`src/rtl/ifq_pkg.sv`:
```
// ifq_pkg: shared types and constants for the instruction-fetch queue.
//   ADDR_W / INSTR_W : address and instruction widths.
//   ifq_entry_t      : one queue entry, {pc_plus4, instr}, laid out like IF/ID.
//   NOP              : instruction word used on the IF/ID flush path.
//   ENTRY_RESET      : all-zero entry used to clear storage and head registers.
//   word_align()     : clears the byte-offset bits of a fetch address.
package ifq_pkg;

    localparam int ADDR_W  = 32;
    localparam int INSTR_W = 32;

    typedef struct packed {
        logic [ADDR_W-1:0]  pc_plus4;
        logic [INSTR_W-1:0] instr;
    } ifq_entry_t;

    localparam logic [INSTR_W-1:0] NOP = 32'h0000_0000;

    localparam ifq_entry_t ENTRY_RESET = '{pc_plus4: 32'h0000_0000, instr: NOP};

    // Fetch addresses are always word aligned; the low two bits are dropped.
    function automatic logic [ADDR_W-1:0] word_align(input logic [ADDR_W-1:0] addr);
        return addr & 32'hFFFF_FFFC;
    endfunction

endpackage

```
`src/rtl/ifq_fifo.sv`:
```
// ifq_fifo: synchronous FIFO of ifq_entry_t with a registered head.
//   clk, rst : clock and synchronous active-high reset.
//   push     : write wr_data at the tail.
//   pop      : retire the head entry (ignored when empty).
//   flush    : empty the queue and zero both pointers; wins over push/pop.
//   wr_data  : entry to write.
//   head     : registered head entry; holds its last value while empty.
//   count    : number of valid entries, 0..DEPTH.
module ifq_fifo
    import ifq_pkg::*;
#(
    parameter int DEPTH = 4
) (
    input  logic                    clk,
    input  logic                    rst,
    input  logic                    push,
    input  logic                    pop,
    input  logic                    flush,
    input  ifq_entry_t              wr_data,
    output ifq_entry_t              head,
    output logic [$clog2(DEPTH):0]  count
);

    localparam int PTR_W = $clog2(DEPTH);
    localparam int CNT_W = PTR_W + 1;

    ifq_entry_t       mem_r [DEPTH];
    ifq_entry_t       head_r;
    ifq_entry_t       head_nxt_s;
    logic [PTR_W-1:0] rd_ptr_r;
    logic [PTR_W-1:0] wr_ptr_r;
    logic [PTR_W-1:0] rd_ptr_nxt_s;
    logic [PTR_W-1:0] wr_ptr_nxt_s;
    logic [CNT_W-1:0] count_r;
    logic [CNT_W-1:0] count_nxt_s;
    logic             pop_ok_s;
    logic             push_ok_s;

    // Next pointers, count and head entry.
    always_comb begin
        pop_ok_s  = pop && (count_r != {CNT_W{1'b0}});
        // The upstream credit scheme never pushes into a full queue; this
        // guard only keeps storage intact if that contract is ever broken.
        push_ok_s = push && ((count_r != CNT_W'(DEPTH)) || pop_ok_s);

        if (flush) begin
            rd_ptr_nxt_s = {PTR_W{1'b0}};
            wr_ptr_nxt_s = {PTR_W{1'b0}};
            count_nxt_s  = {CNT_W{1'b0}};
        end else begin
            rd_ptr_nxt_s = rd_ptr_r + PTR_W'(pop_ok_s);
            wr_ptr_nxt_s = wr_ptr_r + PTR_W'(push_ok_s);
            count_nxt_s  = count_r + CNT_W'(push_ok_s) - CNT_W'(pop_ok_s);
        end

        // The head register tracks the entry at the next read pointer. When
        // that slot is being written this cycle the new word is taken straight
        // from wr_data. An empty queue keeps the last head visible.
        if (count_nxt_s == {CNT_W{1'b0}}) begin
            head_nxt_s = head_r;
        end else if (push_ok_s && (wr_ptr_r == rd_ptr_nxt_s)) begin
            head_nxt_s = wr_data;
        end else begin
            head_nxt_s = mem_r[rd_ptr_nxt_s];
        end
    end

    // Pointer, count, head and storage registers.
    always_ff @(posedge clk) begin
        if (rst) begin
            rd_ptr_r <= {PTR_W{1'b0}};
            wr_ptr_r <= {PTR_W{1'b0}};
            count_r  <= {CNT_W{1'b0}};
            head_r   <= ENTRY_RESET;
            for (int i = 0; i < DEPTH; i++) begin
                mem_r[i] <= ENTRY_RESET;
            end
        end else begin
            rd_ptr_r <= rd_ptr_nxt_s;
            wr_ptr_r <= wr_ptr_nxt_s;
            count_r  <= count_nxt_s;
            head_r   <= head_nxt_s;
            if (push_ok_s && !flush) begin
                mem_r[wr_ptr_r] <= wr_data;
            end
        end
    end

    assign head  = head_r;
    assign count = count_r;

endmodule

```
`src/rtl/ifetch_queue.sv`:
```
// ifetch_queue: decoupled instruction-fetch front end feeding IF/ID.
//   clk_i, rst_i         : clock, synchronous active-high reset.
//   mem_req_o/mem_addr_o : in-order fetch request and word-aligned address.
//   mem_gnt_i            : memory accepts the current request.
//   mem_rvalid_i/rdata_i : in-order response, one per grant.
//   redirect_i/_pc_i     : taken branch; flush the queue and restart fetch.
//   instr_valid_o        : head entry valid.
//   instr_o, pc_plus4_o  : head entry {instr, PC+4}.
//   instr_ready_i        : consumer takes the head this cycle.
// Requests are issued only while queued plus in-flight words fit in DEPTH,
// so every response that is kept always finds a free slot.
module ifetch_queue
    import ifq_pkg::*;
#(
    parameter int              DEPTH    = 4,
    parameter logic [ADDR_W-1:0] RESET_PC = 32'h0000_0000
) (
    input  logic               clk_i,
    input  logic               rst_i,
    output logic               mem_req_o,
    output logic [ADDR_W-1:0]  mem_addr_o,
    input  logic               mem_gnt_i,
    input  logic               mem_rvalid_i,
    input  logic [INSTR_W-1:0] mem_rdata_i,
    input  logic               redirect_i,
    input  logic [ADDR_W-1:0]  redirect_pc_i,
    output logic               instr_valid_o,
    output logic [INSTR_W-1:0] instr_o,
    output logic [ADDR_W-1:0]  pc_plus4_o,
    input  logic               instr_ready_i
);

    localparam int CNT_W = $clog2(DEPTH) + 1;

    logic [ADDR_W-1:0] fetch_pc_r;
    logic [ADDR_W-1:0] resp_pc_r;
    logic [CNT_W-1:0]  inflight_r;
    // Responses still owed for requests issued before a redirect; they are
    // dropped on arrival.
    logic [CNT_W-1:0]  discard_r;

    logic [CNT_W-1:0]  count_s;
    logic [CNT_W:0]    used_s;
    logic              req_s;
    logic              grant_s;
    logic              rsp_ok_s;
    logic              inflight_dec_s;
    logic              discard_dec_s;
    logic              push_s;
    logic              pop_s;
    ifq_entry_t        wr_entry_s;
    ifq_entry_t        head_s;

    // Request credit and response bookkeeping.
    always_comb begin
        used_s  = {1'b0, count_s} + {1'b0, inflight_r};
        req_s   = !rst_i && !redirect_i && (used_s < (CNT_W + 1)'(DEPTH));
        grant_s = req_s && mem_gnt_i;

        // A response with nothing outstanding is a protocol error and is
        // ignored entirely.
        rsp_ok_s       = mem_rvalid_i && ((inflight_r != {CNT_W{1'b0}}) ||
                                          (discard_r  != {CNT_W{1'b0}}));
        discard_dec_s  = rsp_ok_s && (discard_r != {CNT_W{1'b0}});
        inflight_dec_s = rsp_ok_s && (discard_r == {CNT_W{1'b0}});

        push_s = inflight_dec_s && !redirect_i;
        pop_s  = instr_valid_o && instr_ready_i && !redirect_i;

        wr_entry_s.pc_plus4 = resp_pc_r + 32'd4;
        wr_entry_s.instr    = mem_rdata_i;
    end

    // Fetch/response PCs and outstanding-response counters.
    always_ff @(posedge clk_i) begin
        if (rst_i) begin
            fetch_pc_r <= RESET_PC;
            resp_pc_r  <= RESET_PC;
            inflight_r <= {CNT_W{1'b0}};
            discard_r  <= {CNT_W{1'b0}};
        end else if (redirect_i) begin
            fetch_pc_r <= word_align(redirect_pc_i);
            resp_pc_r  <= word_align(redirect_pc_i);
            inflight_r <= {CNT_W{1'b0}};
            // Everything still in flight becomes a drop, minus the response
            // that arrives (and is dropped) in this very cycle.
            discard_r  <= discard_r + inflight_r - CNT_W'(rsp_ok_s);
        end else begin
            if (grant_s) begin
                fetch_pc_r <= fetch_pc_r + 32'd4;
            end
            if (push_s) begin
                resp_pc_r <= resp_pc_r + 32'd4;
            end
            inflight_r <= inflight_r + CNT_W'(grant_s) - CNT_W'(inflight_dec_s);
            discard_r  <= discard_r - CNT_W'(discard_dec_s);
        end
    end

    ifq_fifo #(
        .DEPTH   (DEPTH)
    ) u_fifo (
        .clk     (clk_i),
        .rst     (rst_i),
        .push    (push_s),
        .pop     (pop_s),
        .flush   (redirect_i),
        .wr_data (wr_entry_s),
        .head    (head_s),
        .count   (count_s)
    );

    assign mem_req_o     = req_s;
    assign mem_addr_o    = fetch_pc_r;
    assign instr_valid_o = (count_s != {CNT_W{1'b0}});
    assign instr_o       = head_s.instr;
    assign pc_plus4_o    = head_s.pc_plus4;

endmodule

```
`config.mk`:
```
export PLATFORM = sky130hd
export DESIGN_NAME = ifetch_queue
export DESIGN_NICKNAME = d
export VERILOG_FILES = /design/src/rtl/ifq_pkg.sv /design/src/rtl/ifq_fifo.sv /design/src/rtl/ifetch_queue.sv
export SDC_FILE = /design/constraint.sdc
export NUM_CORES = 1
export LEC_CHECK = 0
export BUFFER_PORTS_ARGS = -buffer_cell sky130_fd_sc_hd__buf_2
export CELL_PAD_IN_SITES_DETAIL_PLACEMENT = 1
export CELL_PAD_IN_SITES_GLOBAL_PLACEMENT = 1
export CORE_ASPECT_RATIO = 0.8
export CORE_MARGIN = 4
export CORE_UTILIZATION = 52
export DETAILED_ROUTE_END_ITERATION = 12
export PLACE_DENSITY_LB_ADDON = 0.3
export SLEW_MARGIN = 10
export SYNTH_ARGS = -nofsm -noshare
export SYNTH_HDL_FRONTEND = slang
export SYNTH_SLANG_ARGS = --single-unit
export TNS_END_PERCENT = 20
```
`constraint.sdc`:
```
create_clock -name clk_i -period 6.5 [get_ports clk_i]
set_input_delay 0.975 -clock clk_i [delete_from_list [all_inputs] [get_ports clk_i]]
set_output_delay 0.975 -clock clk_i [all_outputs]
set_load 0.01 [all_outputs]
```
# Word level (Yosys, flattened, before mapping)
# Memory sizes are Yosys's and may differ from the RTL's. A register that Yosys moved wholly into a read port is not among the register bits.
# Index checks and enable logic that the tools add are counted.
[word_totals]
mem_bits_rw = 256
memories = 1
regBits = 77
[classes]
order_cmp = 1
addsub = 12
mux = 15
n_reduce_logical = 26
eq_ne = 1
[mem_list]
columns = ["name", "depth", "word_bits", "rd", "rd_clocked_by_memory_dff", "wr", "line_no", "rtl"]
rows = [
  ["u_fifo.mem_r", 4, 64, 1, 1, 4, "ifq_fifo.sv:27", "ifq_entry_t mem_r [DEPTH];"],
]
[op_table]
columns = ["op", "count"]
rows = [
  ["$mux W32", 4],
  ["$add A32 B3 Y32 const B", 2],
  ["$mux W64", 1],
  ["$reduce_or A64 Y1", 1],
  ["$logic_and A1 B1 Y1", 12],
  ["$sub A3 B1 Y3", 4],
  ["$reduce_bool A3 Y1", 3],
  ["$add A3 B1 Y3", 2],
  ["$logic_not A3 Y1", 2],
  ["$mux W1", 6],
  ["$mux W3", 2],
  ["$add A2 B1 Y2", 2],
  ["$add A3 B3 Y4", 1],
  ["$lt A4 B3 Y1 const B", 1],
  ["$mux W2", 2],
  ["$reduce_bool A2 Y1", 2],
  ["$add A3 B3 Y3", 1],
  ["$logic_not A1 Y1", 3],
  ["$ne A3 B3 Y1 const B", 1],
  ["$logic_or A1 B1 Y1", 2],
  ["$reduce_or A2 Y1", 1],
]

# Longest topological paths before layout
# Gate-level depths: netlist (run 1).
[logic_depth]
depth_word = 12
ltp_mapped = 14
mapped_depth_nobuf = 12

# Modules after synthesis
# From an unflattened synthesis (run 1), not the netlist that was laid out.
[unflattened]
cells_unflattened = 1762
area_unflattened_um2 = 18985.7
[by_module_without_submodules]
columns = ["module", "area_per_inst_um2", "n_inst", "cells_each"]
rows = [
  ["ifq_fifo", 14724.1, 1, 1246],
  ["ifetch_queue", 4261.6, 1, 516],
]

# Least setup slack after synthesis (run 1)
# Ideal clock, no wire load.
[synth_timing]
path_kind = "input port to flip-flop"
startpoint = "in mem_rvalid_i"
endpoint = "reg, netlist name u_fifo.head[46]"
t_required_ps = 6421
slack_ps = 2711
path_stages = 14
arrival_time_ps = 3710
cell_sequence = "o31a_1 -> nand2_1 -> buf_2 -> buf_1 -> nor3_1 -> ha_1 -> fa_1 -> xor3_1 -> a21oi_2 -> nand2b_1 -> a21oi_1 -> clkbuf_1 -> nand2_1 -> o211ai_1"
[synth_between]
elab_chain_len = 9
[synth_rtl]
columns = ["element", "line_no", "rtl"]
rows = [
  ["start, declared", "ifetch_queue.sv:23", "input logic mem_rvalid_i,"],
  ["$logic_and A1 B1 Y1", "ifetch_queue.sv:62", "rsp_ok_s = mem_rvalid_i && ((inflight_r != {CNT_W{1'b0}}) ||"],
  ["$logic_and A1 B1 Y1", "ifetch_queue.sv:65", "inflight_dec_s = rsp_ok_s && (discard_r == {CNT_W{1'b0}});"],
  ["$logic_and A1 B1 Y1", "ifetch_queue.sv:67", "push_s = inflight_dec_s && !redirect_i;"],
  ["$logic_and A1 B1 Y1", "ifq_fifo.sv:44", "push_ok_s = push && ((count_r != CNT_W'(DEPTH)) || pop_ok_s);"],
  ["$add A3 B1 Y3", "ifq_fifo.sv:53", "count_nxt_s = count_r + CNT_W'(push_ok_s) - CNT_W'(pop_ok_s);"],
  ["$sub A3 B1 Y3", "ifq_fifo.sv:53", ""],
  ["$mux W3", "ifq_fifo.sv:46", "if (flush) begin"],
  ["$logic_not A3 Y1", "ifq_fifo.sv:59", "if (count_nxt_s == {CNT_W{1'b0}}) begin"],
  ["$logic_not A1 Y1 (no line)", "--", ""],
]
# Every way passes these cells.
# A chain may end at the register's enable or synchronous reset.

# Worst setup path after layout (run 1)
[layout_timing]
startpoint = "in redirect_i"
endpoint = "reg, netlist name u_fifo.head[22]"
[layout_between]
elab_chain_len = 10
[layout_rtl]
columns = ["element", "line_no", "rtl"]
rows = [
  ["start, declared", "ifetch_queue.sv:25", "input logic redirect_i,"],
  ["$logic_not A1 Y1", "ifetch_queue.sv:67, ifetch_queue.sv:68", ""],
  ["$logic_and A1 B1 Y1", "ifetch_queue.sv:68", "pop_s = instr_valid_o && instr_ready_i && !redirect_i;"],
  ["$logic_and A1 B1 Y1", "ifq_fifo.sv:41", "pop_ok_s = pop && (count_r != {CNT_W{1'b0}});"],
  ["$logic_or A1 B1 Y1", "ifq_fifo.sv:44", ""],
  ["$logic_and A1 B1 Y1", "ifq_fifo.sv:44", ""],
  ["$add A3 B1 Y3", "ifq_fifo.sv:53", ""],
  ["$sub A3 B1 Y3", "ifq_fifo.sv:53", ""],
  ["$mux W3", "ifq_fifo.sv:46", ""],
  ["$logic_not A3 Y1", "ifq_fifo.sv:59", ""],
  ["$logic_not A1 Y1 (no line)", "--", ""],
]
# Several ways; a longest one is shown, not always the timed one.

==> impl_metrics.csv, run 1 <==
group,metric,value,unit
yosys,yosysTopAreaCell,"edfxtp_1",
yosys,ys.flop_type,"edfxtp_1",
setup_path,setup.worst_path.end_class,"register",
timing,period_needed,4.32,ns
die,start_util,0.532,
setup_path,timing.rr.end,"u_fifo.head[22]$_SDFFE_PP0P_",
timing,setup_viol,0,
yosys,synth_async_sr_flop_share,0,
yosys,synth.top_cells.by_area,"edfxtp_1, dfxtp_1, mux4_2",
setup_path,arrival,4.78,ns
layout,mostFrequentLayoutCell,"edfxtp_1",
clock_network,holdBufCountCts,0,
layout,utilization,0.606,
die,core_region_area,32800,µm²
yosys,synth-edff-count,248,
yosys,synth_compound_area_frac,0.0691,
global_route,track_usage,0.278,
yosys,syn_avg_cell_area,11.7,µm²
setup_path,r2r_slack,2.40,ns
setup_path,r2r_cells,9,
global_route,grt_pass1_wl,78.6,mm
setup_path,crit_fanout,45,
die,die_w,213,µm
setup_path,r2r-start,"u_fifo.count[0]$_SDFF_PP0_",
clock_network,htreeDepth,2,
yosys,synth-seq-cells,383,
place,dp.cells,2009,
routing,drc,0,
layout,fin_area,19900,µm²
setup_path,cp_data_required_time,6.96,ns
layout,most-common-layout-cells,"edfxtp_1, nand2_1, nor2_1, buf_2, and2_1",
layout,layoutNonFillerInstCount,2079,
routing,totalWireLength,50.8,mm
yosys,synthXorXnorAreaFrac,0.0355,
worst_hold_path,hold_depth,2,
job,max_cap_viol_count,0,
timing,rsz0062_at_grt,"no",
timing,slew_headroom,0.188,
timing,worstMarginPinSlew,1.21,ns
layout,antenna_cells,0,
clock_network,clockBufferDepth,3,
die,die_y,172,µm
setup_path,crit_type,"primary input to register",
die,die_area,36500,µm²
yosys,synthSimpleGateAreaFrac,0.184,
layout,drive_above_1_share,0.208,
place,gp_congestion,0.837,
routing,first_iter_violations,1162,
pwr,total_power,5.35,mW
place,dp_hpwl,31.7,mm
yosys,synth_top_area_frac,0.427,
global_route,grt_max_degree,63,
routing,viasPerCell,6.11,
worst_hold_path,hp-start,"u_fifo.head[42]$_SDFFE_PP0P_",
clock_network,post_cts_buffers,0,
timing,final_hold_viol_count,0,
timing,slew_viol_final,0,
timing,setup_tns,0,ns
worst_hold_path,worstHoldEndpoint,"u_fifo.head[42]$_SDFFE_PP0P_",
place,portBuffers,161,
place,placed_cell_area,18600,µm²
routing,avgRoutedWirePerCell,24.5,µm
clock_network,cts_buffers,39,
yosys,yosysUniqueCellTypes,72,
yosys,synthCells,1488,
yosys,synthMuxAreaShare,0.0849,
routing,vias,12696,
routing,drtAntennaViolNets,0,
setup_path,worstSetupStartpointType,"primary input",
global_route,grt_overflow_total,0,
run_status,status,"completed",
die,ios,168,
pwr,ir_worst_vdd,0.000217,V
clock_network,clkTransAtPathRegs,0.06,ns
clock_network,cts-resized-gates,0,
worst_hold_path,hold_path_class,"register to register",
yosys,yosysWarnings,0,
clock_network,cts_tree,"yes",
global_route,grt_pass1_vias,13583,
pwr,p_leak,7.60,nW
yosys,synth-seq-area-share,0.582,
timing,max_freq,232,MHz
yosys,netlist_area,17400,µm²
clock_network,clock-root-buffer,"clkbuf_16",
global_route,antenna_found_initial,0,
pwr,p_per_area,270,nW/µm²
clock_network,cts_sinks,383,
routing,drt_first_pass_iters,5,
clock_network,clk_latency,0.54,ns
timing,post-route-period-util,0.664,
yosys,synthAdderAreaFrac,0.0142,
layout,area_delta_synth_final,13.9,%
die,rows,59,
timing,clock_skew,0.0175,ns
yosys,synth_top_family_by_area,"simple AND/OR/NAND/NOR gates",
layout,finalNetCount,1711,
area by class of cell:
type	instances	area [µm²]
Fill cell	3387	12900
Sequential cell	383	10100
Multi-Input combinational cell	988	6830
Clock buffer	50	1090
Timing Repair Buffer	189	1020
Tap cell	427	534
Clock inverter	20	150
Inverter	22	82.6
through the flow:
| step | worst slack [ns] | hold slack, ns |
|---|---|---|
| final | 2.18 | 0.471 |
| after global routing | 1.98 | 0.501 |
| after CTS | 2.16 | 0.471 |
| after detailed placement | 1.76 | 0.457 |
| after global placement | 1.93 | 0.442 |
| after floorplan | 2.71 | 0.475 |
worst max path at each step:
| stage | start | end | slack (ns) | cells after the start |
|---|---|---|---|---|
| floorplan | mem_rvalid_i | u_fifo.head[46]$_SDFFE_PP0P_ | 2.71 | 14 |
| global placement | redirect_i | u_fifo.head[19]$_SDFFE_PP0P_ | 1.93 | 11 |
| detailed placement | redirect_i | u_fifo.head[22]$_SDFFE_PP0P_ | 1.76 | 11 |
| CTS | redirect_i | u_fifo.head[22]$_SDFFE_PP0P_ | 2.16 | 11 |
| global route | redirect_i | u_fifo.head[21]$_SDFFE_PP0P_ | 1.98 | 11 |
| finish | redirect_i | u_fifo.head[22]$_SDFFE_PP0P_ | 2.18 | 11 |
cell usage after synthesis, types with 3 or more instances:
cell and number:
a41oi_1 3, a21boi_0 11, nor3_1 22, xor2_1 30
a31oi_1 25, dfxtp_1 135, buf_1 8, a311oi_1 3
nand4_1 19, nor2_1 184, clkbuf_1 64, nor3_2 3
nand2_1 193, o21ai_0 20, buf_4 6, ha_1 15
and4_1 7, xnor2_1 36, o211ai_1 20, fa_1 3
o21bai_1 3, inv_1 21, or4_1 4, mux2_2 3
mux4_2 62, nand3b_1 3, a22oi_1 35, and2_1 142
a311oi_2 3, mux2i_1 5, a211oi_1 4, edfxtp_1 248
nand3_1 19, a21oi_1 35, or3_1 15, and3_1 10
buf_2 17, nor4_1 5, or2_2 4
report_power, final:
group	internal (mW)	switching, mW
clock	1.27	0.958
sequential	2.68	0.0669
combinational	0.144	0.240
cell families after synthesis:
kind of cell	Yosys count
muxes	70
AOI/OAI and AO/OA	177
buffers and inverters	120
DFF	383
other	1
and+or+nand+nor	651
adders and majority gates	18
xor gates and xnor gates	68
state kept, by name, summed over array words and instances, names as in the netlist:
register and cells:
u_fifo.mem_r 248, u_fifo.head 62, mem_addr_o 30, resp_pc_r 30
discard_r 3, inflight_r 3, u_fifo.count 3, u_fifo.rd_ptr_r 2
u_fifo.wr_ptr_r 2
worst max-delay path: stages:
cell	delay, ns
buf_2	0.11
inv_2	0.04
buf_4	0.44
and3_1	0.30
ha_1	0.20
nand2_4	0.49
a2111oi_1	1.07
and4_1	0.32
buf_4	0.42
a22oi_1	0.19
nand2_1	0.14
per-layer routing:
metal  wire length (µm)  vias up  global-route usage
met5                  0        -                   0
met4               1270        0              0.0773
met3               3000       96              0.0392
met2              26100      458               0.488
met1              20500     6539               0.365
li1                   -     5603                   -
(Power assumes the default switching activity.)
==> inputs of run 2 (changes only) <==
--- a/config.mk
+++ b/config.mk
@@ -10,7 +10,7 @@
 export CELL_PAD_IN_SITES_GLOBAL_PLACEMENT = 1
 export CORE_ASPECT_RATIO = 0.8
 export CORE_MARGIN = 4
-export CORE_UTILIZATION = 52
+export CORE_UTILIZATION = 43
 export DETAILED_ROUTE_END_ITERATION = 12
 export PLACE_DENSITY_LB_ADDON = 0.3
 export SLEW_MARGIN = 10
==> constraint.sdc (replaced) <==
create_clock -name clk_i -period 3.8 [get_ports clk_i]
set_input_delay 0.57 -clock clk_i [delete_from_list [all_inputs] [get_ports clk_i]]
set_output_delay 0.57 -clock clk_i [all_outputs]
set_load 0.01 [all_outputs]
==> run 2 against run 1 <==
Non-clock buffer count rose by 21. Via count fell by 1.7%. Total power rose by 74%. First-iteration DRC count fell by 20%. Critical path type is now register to register.
==> impl_metrics.csv, run 2 (same netlist as run 1, synthesis figures left out) <==
group,metric,value,unit
clock_network,holdBufCountCts,0,
routing,viasPerCell,5.64,
die,die_w,233,µm
pwr,seqPwrFrac,0.503,
place,portBuffers,161,
setup_path,arrival,4.08,ns
die,die_y,188,µm
layout,finalNetCount,1734,
timing,post-route-period-util,0.955,
timing,setup_viol,0,
routing,drt_first_pass_iters,5,
timing,clock_skew,0.0175,ns
routing,totalWireLength,49.4,mm
layout,largest_register_ff_count,248,
timing,whs,0.291,ns
timing,slew_headroom,0.221,
pwr,net-switching-power,2.18,mW
layout,area_delta_synth_final,16.3,%
pwr,p_leak,7.74,nW
setup_path,path_cells,"or3_1 -> and3_1 -> ha_1 -> inv_1 -> ha_1 -> fa_1 -> xor3_1 -> a21oi_4 -> buf_4 -> nand2b_1 -> a21oi_4 -> buf_12 -> nand2_1 -> o211ai_1",
place,dp_slack,0.111,ns
clock_network,cts_sinks,383,
timing,max_freq,276,MHz
layout,mostFrequentLayoutCell,"edfxtp_1",
global_route,grt_overflow_total,0,
routing,first_iter_violations,931,
clock_network,clk_latency,0.54,ns
setup_path,crit_fanout,53,
global_route,grt_pass1_vias,13379,
pwr,combPwrFrac,0.074,
clock_network,clock-root-buffer,"clkbuf_16",
place,dp_hpwl,31.1,mm
setup_path,critPathSlowestCell,"or3_1",
global_route,grt_pass1_wl,77.3,mm
clock_network,clkTransAtPathRegs,0.06,ns
layout,antenna_cells,0,
pwr,total_power,9.32,mW
timing,period_needed,3.63,ns
pwr,switching_share,0.234,
timing,slew_viol_final,0,
timing,setup_tns,0,ns
timing,final_hold_viol_count,0,
layout,regMostFlops,"u_fifo.mem_r",
pwr,p_int,7.14,mW
layout,most-common-layout-cells,"edfxtp_1, nand2_1, nor2_1, buf_2, and2_1",
routing,drtAntennaViolNets,0,
routing,drc,0,
global_route,grt_max_degree,63,
setup_path,cp_data_required_time,4.25,ns
clock_network,cts_tree,"yes",
clock_network,htreeDepth,2,
run_status,status,"completed",
setup_path,slowest_delay,0.39,ns
routing,vias,12476,
die,start_util,0.438,
job,max_cap_viol_count,0,
die,die_area,43800,µm²
timing,worst_slack,0.170,ns
timing,worstMarginPinSlew,1.16,ns
global_route,antenna_found_initial,1,
place,gp_congestion,0.828,
die,ios,168,
worst_hold_path,hold_path_class,"primary input to register",
setup_path,setup.worst_path.end_class,"register",
layout,drive_above_1_share,0.217,
die,core_region_area,39800,µm²
setup_path,worstSetupStartpointType,"register",
pwr,clkPwrFrac,0.423,
global_route,track_usage,0.223,
routing,avgRoutedWirePerCell,22.3,µm
clock_network,clockBufferDepth,3,
pwr,p_per_area,460,nW/µm²
clock_network,cts_buffers,40,
setup_path,crit_type,"register to register",
die,rows,65,
pwr,ir_worst_vdd,0.000264,V
-- run 2: cell count changes in the layout (fill, tap and decap cells not counted), sizes merged --
cell and change:
inv -1, bufinv +2, buf +21, clkbuf +7, clkinv -6, nor2 +1
-- run 2: routing by layer --
metal	up-vias	part of all wire	GRT usage
met5	-	0.00026	0
met4	2	0.020	0.0551
met3	69	0.053	0.0355
met2	320	0.50	0.384
met1	6426	0.42	0.296
li1	5659	-	-
-- run 2: worst max-delay path, delay by kind of cell, from the launching register on --
kind,cells,cell delay [ns]
adders and majority gates,3,0.84
buffers and inverters,3,0.59
and+or+nand+nor,4,0.95
AOI/OAI and AO/OA,3,0.51
DFF,1,0.36
xor gates and xnor gates,1,0.26
-- run 2: final timing paths --
path	start	endpoint	slack (ns)	cells after the start
setup / recovery	u_fifo.count[0]$_SDFF_PP0_	u_fifo.head[41]$_SDFFE_PP0P_	0.17	14
hold / removal	mem_rdata_i[13]	u_fifo.head[13]$_SDFFE_PP0P_	0.29	3
setup reg to reg	u_fifo.count[0]$_SDFF_PP0_	u_fifo.head[41]$_SDFFE_PP0P_	0.17	14
hold reg to reg	u_fifo.head[42]$_SDFFE_PP0P_	u_fifo.head[42]$_SDFFE_PP0P_	0.46	2
-- run 2: stage by stage --
stage / area (µm²) / utilization / instances
finish: 20300 / 0.510 / 2212
global placement: 18900 / 0.476 / 2135
CTS: 20200 / 0.508 / 2207
global route: 20300 / 0.510 / 2212
detailed placement: 18900 / 0.476 / 2135
floorplan: 17400 / - / 1491
-- run 2: repair_timing --
item | 4_1_cts | 5_1_grt
gates resized for setup | 0 | 1
endpoints found under the setup margin | 0 | 28
setup buffers | 0 | 4
-- run 2: cell type report --
| class | count | area, µm² |
|---|---|---|
| Clock buffer | 57 | 1090 |
| Multi-Input combinational cell | 989 | 6850 |
| Timing Repair Buffer | 210 | 1240 |
| Clock inverter | 15 | 193 |
| Sequential cell | 383 | 10100 |
| Fill cell | 4185 | 19500 |
| Inverter | 22 | 82.6 |
| Tap cell | 536 | 671 |
-- run 2: power by group through the flow --
stage	sequential, mW	clock, mW	combinational (mW)
floorplan	4.75	0	0.409
global placement	4.76	0	0.653
detailed placement	4.77	0	0.675
CTS	4.69	4.01	0.690
global route	4.70	4.20	0.761
finish	4.69	3.95	0.689
==> inputs of run 3 (changes only) <==
--- a/config.mk
+++ b/config.mk
@@ -13,8 +13,8 @@
 export CORE_UTILIZATION = 43
 export DETAILED_ROUTE_END_ITERATION = 12
 export PLACE_DENSITY_LB_ADDON = 0.3
+export RECOVER_POWER = 100
 export SLEW_MARGIN = 10
 export SYNTH_ARGS = -nofsm -noshare
 export SYNTH_HDL_FRONTEND = slang
 export SYNTH_SLANG_ARGS = --single-unit
-export TNS_END_PERCENT = 20
==> run 3 against run 2 <==
Largest cell class unchanged. The flow now finishes with violations (max-capacitance violations, max-slew violations). Largest power group unchanged. Sequential share of layout area up 0.70 points. Worst setup slack better by 0.0071 ns. Sequential cell count is the same. Highest routed layer unchanged.
==> impl_metrics.csv, run 3 (same netlist as run 1, synthesis figures left out) <==
group,metric,value,unit
run_status,status,"complete, but fails checks",
run_status,violations,"max-capacitance violations, max-slew violations",
layout,drive_above_1_share,0.147,
setup_path,r2r_cells,14,
job,max_cap_viol_count,4,
worst_hold_path,hold_path_class,"primary input to register",
layout,antenna_cells,0,
worst_hold_path,hp-start,"mem_rdata_i[13]",
clock_network,cts_buffers,40,
clock_network,clock-root-buffer,"clkbuf_16",
timing,setup_tns,0,ns
global_route,track_usage,0.223,
timing,period_needed,3.62,ns
routing,vias,12496,
worst_hold_path,hold_depth,3,
pwr,clkPwrFrac,0.424,
global_route,use_met3,0.0355,
clock_network,clk_latency,0.54,ns
global_route,grt_pass1_wl,77.3,mm
timing,final_hold_viol_count,0,
timing,rsz0062_at_grt,"no",
global_route,grt_overflow_total,0,
timing,slew_viol_final,161,
pwr,switching_share,0.235,
pwr,net-switching-power,2.18,mW
worst_hold_path,worstHoldEndpoint,"u_fifo.head[13]$_SDFFE_PP0P_",
clock_network,cts_tree,"yes",
timing,clock_skew,0.0179,ns
global_route,grt_pass1_vias,13379,
timing,post-route-period-util,0.953,
routing,totalWireLength,49.5,mm
routing,viasPerCell,5.65,
layout,mostFrequentLayoutCell,"edfxtp_1",
layout,largest_register_ff_count,248,
timing,max_freq,276,MHz
timing,setup_viol,0,
routing,drt_first_pass_iters,4,
setup_path,arrival,4.07,ns
timing,worst_slack,0.177,ns
global_route,grt_max_degree,63,
routing,avgRoutedWirePerCell,22.4,µm
layout,finalNetCount,1734,
place,portBuffers,161,
setup_path,timing.rr.end,"u_fifo.head[41]$_SDFFE_PP0P_",
clock_network,clkTransAtPathRegs,0.06,ns
clock_network,htreeDepth,2,
global_route,antenna_found_initial,1,
routing,drtAntennaViolNets,0,
setup_path,setup.worst_path.end_class,"register",
place,dp.cells,2135,
die,die_area,43800,µm²
setup_path,cp_data_required_time,4.25,ns
pwr,p_leak,7.17,nW
setup_path,r2r_slack,0.18,ns
setup_path,crit_fanout,53,
die,start_util,0.438,
global_route,use_met1,0.296,
layout,regMostFlops,"u_fifo.mem_r",
timing,worstMarginPinSlew,2.03,ns
global_route,grt_use_met2,0.384,
clock_network,cts_sinks,383,
place,dp_hpwl,31.1,mm
place,gp_congestion,0.828,
die,die_y,188,µm
routing,drc,0,
die,ios,168,
layout,num-fill-cells,4243,
layout,area_delta_synth_final,14.7,%
global_route,top_usage_layer,"met2",
place,dp_slack,0.111,ns
die,core_region_area,39800,µm²
setup_path,worstSetupStartpointType,"register",
clock_network,holdBufCountCts,0,
pwr,combPwrFrac,0.071,
routing,first_iter_violations,990,
layout,layoutNonFillerInstCount,2212,
setup_path,r2r-start,"u_fifo.count[0]$_SDFF_PP0_",
setup_path,crit_type,"register to register",
pwr,p_per_area,465,nW/µm²
timing,slew_headroom,-0.352,
pwr,seqPwrFrac,0.505,
die,rows,65,
clock_network,clockBufferDepth,3,
pwr,ir_worst_vdd,0.000263,V
die,die_w,233,µm
layout,most-common-layout-cells,"edfxtp_1, nand2_1, nor2_1, dfxtp_1, clkbuf_1",
pwr,p_int,7.12,mW
==> run 3: changes by cell type in the layout (fill, tap and decap cells not counted), moves of 3 or more <==
cell | before | now
and2_0 | 0 | 56
buf_2 | 161 | 66
buf_4 | 44 | 22
clkbuf_1 | 14 | 122
clkbuf_2 | 0 | 9
and2_1 | 142 | 86
buf_12 | 5 | 2
==> run 3: layout make-up <==
| cell class | count | area [µm²] | area share |
|---|---|---|---|
| clock inverter | 15 | 193 | 0.00964 |
| inverter | 22 | 82.6 | 0.00413 |
| timing repair buffer | 210 | 1010 | 0.0504 |
| tap | 536 | 671 | 0.0335 |
| multi-input combinational | 989 | 6790 | 0.340 |
| sequential | 383 | 10100 | 0.508 |
| clock buffer | 57 | 1090 | 0.0548 |
==> run 3: worst max-delay path by stage <==
stage / start / end
after CTS: u_fifo.count[0]$_SDFF_PP0_ / u_fifo.head[41]$_SDFFE_PP0P_
final: u_fifo.count[0]$_SDFF_PP0_ / u_fifo.head[41]$_SDFFE_PP0P_
after detailed placement: u_fifo.count[0]$_SDFF_PP0_ / u_fifo.head[62]$_SDFFE_PP0P_
after global placement: u_fifo.count[0]$_SDFF_PP0_ / u_fifo.head[31]$_SDFFE_PP0P_
after floorplan: mem_rvalid_i / u_fifo.head[46]$_SDFFE_PP0P_
after global routing: u_fifo.count[0]$_SDFF_PP0_ / u_fifo.head[41]$_SDFFE_PP0P_
==> run 3: power by group through the flow <==
| stage | registers (mW) | logic (mW) | clock network [mW] |
|---|---|---|---|
| 2_1_floorplan | 4.75 | 0.409 | 0 |
| 5_1_grt | 4.71 | 0.735 | 4.20 |
| 4_1_cts | 4.69 | 0.690 | 4.01 |
| 6_report | 4.69 | 0.663 | 3.95 |
| 3_3_place_gp | 4.76 | 0.653 | 0 |
| 3_5_place_dp | 4.77 | 0.675 | 0 |
==> run 3: worst max-delay path: stages (launching register included) <==
cell	delay, ns
dfxtp_1	0.36
or3_1	0.40
and3_1	0.22
ha_1	0.29
inv_1	0.04
ha_1	0.18
fa_1	0.37
xor3_1	0.26
a21oi_4	0.18
buf_4	0.25
nand2b_1	0.20
a21oi_4	0.18
buf_12	0.29
nand2_1	0.14
o211ai_1	0.15
==> run 3: what timing repair did <==
action | CTS | global route
endpoints found under the setup margin | 0 | 28
setup buffers | 0 | 4
gates resized for setup | 0 | 1
==> run 3: layer usage <==
layer / vias to the layer above / part of all wire
met5: - / 0.00026
met4: 2 / 0.021
met3: 70 / 0.051
met2: 294 / 0.50
met1: 6476 / 0.42
li1: 5654 / -
==> run 3: stage by stage <==
step                      total power [mW]  hold WS (ns)  utilization  area, µm²
after CTS                             9.39         0.272        0.508      20200
final                                 9.30         0.292        0.503      20000
after floorplan                       5.16         0.475            -      17400
after detailed placement              5.45         0.449        0.476      18900
after global routing                  9.64         0.285        0.503      20000
after global placement                5.41         0.447        0.476      18900
